`config.mk`:
```
export PLATFORM = sky130hd
export DESIGN_NAME = mod_updown_counter
export DESIGN_NICKNAME = d
export VERILOG_FILES = /design/src/rtl/mod_updown_counter.sv
export SDC_FILE = /design/constraint.sdc
export NUM_CORES = 1
export LEC_CHECK = 0
export ABC_AREA = 1
export CAP_MARGIN = 0
export CORE_MARGIN = 5
export CORE_UTILIZATION = 45
export DETAILED_ROUTE_END_ITERATION = 6
export PLACE_DENSITY = 0.88
export SYNTH_ARGS = -nofsm -noshare
export SYNTH_HDL_FRONTEND = slang
export SYNTH_SLANG_ARGS = --single-unit
```
`constraint.sdc`:
```
create_clock -name clk -period 2.55 [get_ports clk]
set_input_delay 0.51 -clock clk [delete_from_list [all_inputs] [get_ports clk]]
set_output_delay 0.51 -clock clk [all_outputs]
set_load 0.01 [all_outputs]
```
`src/rtl/mod_updown_counter.sv`:
```
// Modulo-MOD up/down counter with parallel load, synchronous clear, registered
// Gray output, sticky range error and cascadeable terminal count.
module mod_updown_counter #(
    parameter int unsigned     WIDTH     = 4,
    parameter longint unsigned MOD       = 16,
    parameter longint unsigned RESET_VAL = 0
) (
    input  logic             clk,
    input  logic             reset,
    input  logic             en,
    input  logic             up_dn,
    input  logic             load,
    input  logic [WIDTH-1:0] load_val,
    input  logic             clear,
    output logic [WIDTH-1:0] count,
    output logic [WIDTH-1:0] gray,
    output logic             tc,
    output logic             wrap,
    output logic             err
);

    localparam logic [WIDTH-1:0] ZERO      = WIDTH'(64'd0);
    localparam logic [WIDTH-1:0] ONE       = WIDTH'(64'd1);
    localparam logic [WIDTH-1:0] MAX_VAL   = WIDTH'(MOD - 64'd1);
    localparam logic [WIDTH:0]   MOD_EXT   = (WIDTH + 1)'(MOD);
    localparam logic [WIDTH-1:0] RST_COUNT = WIDTH'(RESET_VAL);

    function automatic logic [WIDTH-1:0] to_gray(input logic [WIDTH-1:0] bin);
        return bin ^ (bin >> 1'b1);
    endfunction

    localparam logic [WIDTH-1:0] RST_GRAY = to_gray(RST_COUNT);

    logic [WIDTH-1:0] count_r;
    logic [WIDTH-1:0] gray_r;
    logic             wrap_r;
    logic             err_r;
    logic [WIDTH-1:0] next_count_s;
    logic             next_wrap_s;
    logic             next_err_s;
    logic             at_bound_s;
    logic             load_oor_s;
    logic             tc_s;

    // Boundary detect; the widened compare keeps MOD = 2^WIDTH free of overflow
    always_comb begin
        at_bound_s = 1'b0;
        if (up_dn) begin
            at_bound_s = (count_r == MAX_VAL);
        end else begin
            at_bound_s = (count_r == ZERO);
        end
        load_oor_s = ({1'b0, load_val} >= MOD_EXT);
        tc_s       = en & ~load & ~clear & at_bound_s;
    end

    // Next-state selection: clear over load over count over hold
    always_comb begin
        next_count_s = count_r;
        next_err_s   = err_r;
        next_wrap_s  = 1'b0;
        if (clear) begin
            next_count_s = ZERO;
            next_err_s   = 1'b0;
        end else if (load) begin
            if (load_oor_s) begin
                next_count_s = MAX_VAL;
                next_err_s   = 1'b1;
            end else begin
                next_count_s = load_val;
            end
        end else if (en) begin
            next_wrap_s = at_bound_s;
            if (at_bound_s) begin
                next_count_s = up_dn ? ZERO : MAX_VAL;
            end else begin
                next_count_s = up_dn ? (count_r + ONE) : (count_r - ONE);
            end
        end else begin
            next_count_s = count_r;
        end
    end

    // State registers; Gray is derived from the next state so it never lags count
    always_ff @(posedge clk or posedge reset) begin
        if (reset) begin
            count_r <= RST_COUNT;
            gray_r  <= RST_GRAY;
            wrap_r  <= 1'b0;
            err_r   <= 1'b0;
        end else begin
            count_r <= next_count_s;
            gray_r  <= to_gray(next_count_s);
            wrap_r  <= next_wrap_s;
            err_r   <= next_err_s;
        end
    end

    assign count = count_r;
    assign gray  = gray_r;
    assign wrap  = wrap_r;
    assign err   = err_r;
    assign tc    = tc_s;

endmodule

```
Word level (Yosys, flattened, before mapping)
Index checks and enable logic that the tools add are counted.
Widths: inputs -> output; s select.
Storage, ports and cells
  flip-flop bits (word level): 9
  output and inout bits: 11
Operators by class
  $add $sub $neg: 2
  eq/ne operators: 1
  muxes and demuxes: 10
  bitwise gates (word level): 6
  reductions and logical operators: 1
Operator list (count)
  $mux 4: 6
  $add 4x1->4 const B: 1
  $eq 4x4->1 const B: 1
  $logic_not 4->1: 1
  $mux 1: 4
  $sub 4x1->4 const B: 1
  $xor 4x3->4: 1
  $and 1x1->1: 3
  $not 1->1: 2

Logic depth before layout (Yosys ltp)
Gate-level depths: netlist of run 1.
  depth in word-level cells: 7
  mapped depth: 11
  depth with buffers taken out: 11

Least setup slack after synthesis of run 1
Ideal clock, no wire load.
  path type: input to output
  start point: input up_dn
  end point: output tc
  arrival time: 1.147 ns
  data required time: 2.040 ns
  slack: 0.893 ns
  stages on the path: 4
  path through: nand2_2 -> o21ai_2 -> nand2_2 -> nor4_1
On the way
  longest elaborated chain between the ends: 2
Ends and longest elaborated chain
  start: declaration: RTL line 11  | input logic up_dn,
  $mux 1: RTL line 48  | if (up_dn) begin
  $and 1x1->1: RTL line 54  | tc_s = en & ~load & ~clear & at_bound_s;
  end: declaration: RTL line 17  | output logic tc,
Every way passes these cells.

Final worst setup path of run 1
Same ends and word-level chain as after synthesis.

==> impl_results.md, run 1 <==
- Setup WS pre-CTS: -0.06919 ns
- Ys flop type: dfrtp_1
- HPWL after detailed placement: 1.095 mm
- Mapped Cells: 82
- Post-DR wirelength/cell: 11.05 µm
- RSZ-0062 raised after global routing: no
- MaxCap Viol Count: 0
- Minimum clock period: 2.305 ns
- Setup TNS: 0 ns
- Die area: 2119 µm²
- Antenna Cells: 0
- Final Net Count: 122
- Netlist cell types: 20
- Synth top area cells: dfrtp_1 (34%), nand2_1 (15%), inv_1 (7.7%)
- Area share of the largest cell type after synthesis: 34.26%
- Total GRT Usage: 14.75%
- Vias per cell: 4.713
- Core ar.: 1269 µm²
- CTS sink cnt: 8
- CTS tree: built
- DR DRC count: 0
- I/O pin cnt: 21
- Leak pwr: 0.0004317 µW
- Inserted Clock Buffers: 3
- Worst Skew: 0.009450 ns
- # rows: 13
- Status: complete, no violations
- Largest area contributor in the netlist: dfrtp_1
- Final worst slack: 0.2445 ns
- Worst-path clk slew: 0.06 ns
- Die width: 46.04 µm
- Syn nets: 95
- Number of global-route vias before repair: 573
- GRT Residual Overflow: 0
- Maximum root-to-sink buffer count: 2
- Final GP Congestion: 0.7595
- CP Launch Type: input port
- Via count of the routed design: 575
- Initial DRC count: 5
- Antenna violations before repair: 0
- Peak VDD IR: 0.0002993 V
- Post-synth EDFFs: 0
- Initial Util: 46.06%
- Ys async rst share: 100.0%
- Routed WL: 1.348 mm
- Fin. Hold Viols: 0
- Setup Fix Bufs, Post-CTS: 0
- Synth Cell Area: 584.3 µm²
- Placed Area: 815.8 µm²
- Ys Warns: 0
- First-pass GRT wire length: 2.214 mm
- Worst endpoint required time: 2.04 ns
- Yosys reg bits: 8
- Fmax: 433.7 MHz
- Category of the critical setup timing path: in2out
- Fin crit share: 90.41%
- Layout area overhead: 43.25%
- Crit end category: output port
- CTS root buf: clkbuf_4
- Clock Latency Late Sink: 0.26 ns
- Fin util: 65.98%
- Sequential share of the synthesized area: 34.26%
- Share of layout cells above drive strength 1: 16.82%
- Power per cell area: 465.0 nW/µm²
- Design area: 837.1 µm²
- Final setup fails: 0
- PortBufs: 19
- H-tree depth: 1
- Top-count cell post-synth: nand2_1
- Die height: 46.04 µm
- Hold crit path type: in2async
- Remaining antenna violation count: 0
- Crit path arrival time: 1.80 ns
- Pin count of the biggest net entering global routing: 9
- Crit-path max FO: 4
- Avg Cell Area, Syn: 7.126 µm²
- Slew Viols, Final: 0
- Drt first pass iters: 4
- Synth top cells by count: nand2_1 (23), inv_1 (12), dfrtp_1 (8)
-- where the power goes --
group / switching [µW] / total [µW] / internal, µW / leakage, µW
Combinational: 69.2 / 141 / 71.5 / 0.000316
Clock: 44.1 / 98.0 / 53.9 / 0.0000138
Sequential: 11.5 / 151 / 139 / 0.000102
Total: 125 / 389 / 264 / 0.000432
-- worst paths after layout --
check	slack (ns)	to	cells past startpoint	from
max	0.24	tc	6	up_dn
min	0.52	count[2]	2	reset
max reg2reg	0.80	gray[2]	10	count[0]
min reg2reg	0.77	count[2]	4	count[2]
max in group asynchronous	1.80	gray[1]	2	reset
min in group clk	0.77	count[2]	4	count[2]
-- metal layers --
metal | up-vias | global-route usage [%] | routed length, µm | share of wire, %
met5 | - | 0 | 0 | 0
met4 | 0 | 9.091 | 17 | 1.3
met1 | 254 | 15.98 | 560 | 42
met2 | 15 | 26.37 | 705 | 52
met3 | 2 | 1.976 | 65 | 4.8
li1 | 304 | - | - | -
-- repair_timing --
action	CTS	global route
hold buffers	0	0
setup endpoints to repair	1	0
resized for setup	1	0
-- state kept, by name, indices dropped and copies added, names as in the netlist --
register and cells:
wrap 1, gray 3, count 4
-- through the flow --
step,instances,hold WS (ns),power [µW]
after global routing,122,0.5577,417.4
after floorplan,82,0.3257,230.4
after detailed placement,119,0.7510,294.7
final,122,0.5226,389.3
after global placement,119,0.7200,290.7
after CTS,122,0.5097,395.9
-- cell families (layout without fill, tap and decap cells) --
family / after synthesis / after routing / share of synthesized area (%)
flops: 8 / 8 / 34.26
xor+xnor: 1 / 1 / 1.499
fa+ha+maj: 3 / 3 / 7.708
simple gates: 42 / 42 / 31.69
compound gates: 11 / 11 / 12.42
other cells: 1 / 1 / 0.6418
buf+inv: 16 / 41 / 11.77
-- cell type report --
type	instances	area [µm²]
tap	15	18.77
inverter	14	53.80
clock buffer	3	22.52
fill	111	431.7
timing repair buffer	24	226.5
multi-input combinational	58	315.3
sequential	8	200.2
-- critical path, cell delays in order --
cell and delay (ns):
clkdlybuf4s50_1 0.53, nand2_2 0.09, o21ai_2 0.15, nand2_2 0.07, nor4_1 0.15, dlygate4sd2_1 0.30
-- placed cells by master, fill, tap and decap left out, types with 2 or more instances in the layout --
cell / instances
buf_4: 5
ha_1: 2
nand3_1: 6
o21ai_0: 2
clkbuf_4: 3
inv_1: 12
nor2_1: 5
clkdlybuf4s50_1: 18
a21oi_1: 6
nand2_1: 23
nor4_1: 2
nand2_2: 5
dfrtp_1: 8
Note: power is estimated with default switching activity, not from simulation.
==> run 2, diff against run 1 <==
- CAP_MARGIN: 0 -> unset
==> results of run 2 <==
The final DEF is identical to that of run 1; final timing and power are the same.
==> run 3, diff against run 2 <==
- SETUP_SLACK_MARGIN: unset -> 0.1
==> results of run 3 <==
The final DEF is identical to that of run 1; final timing and power are the same.
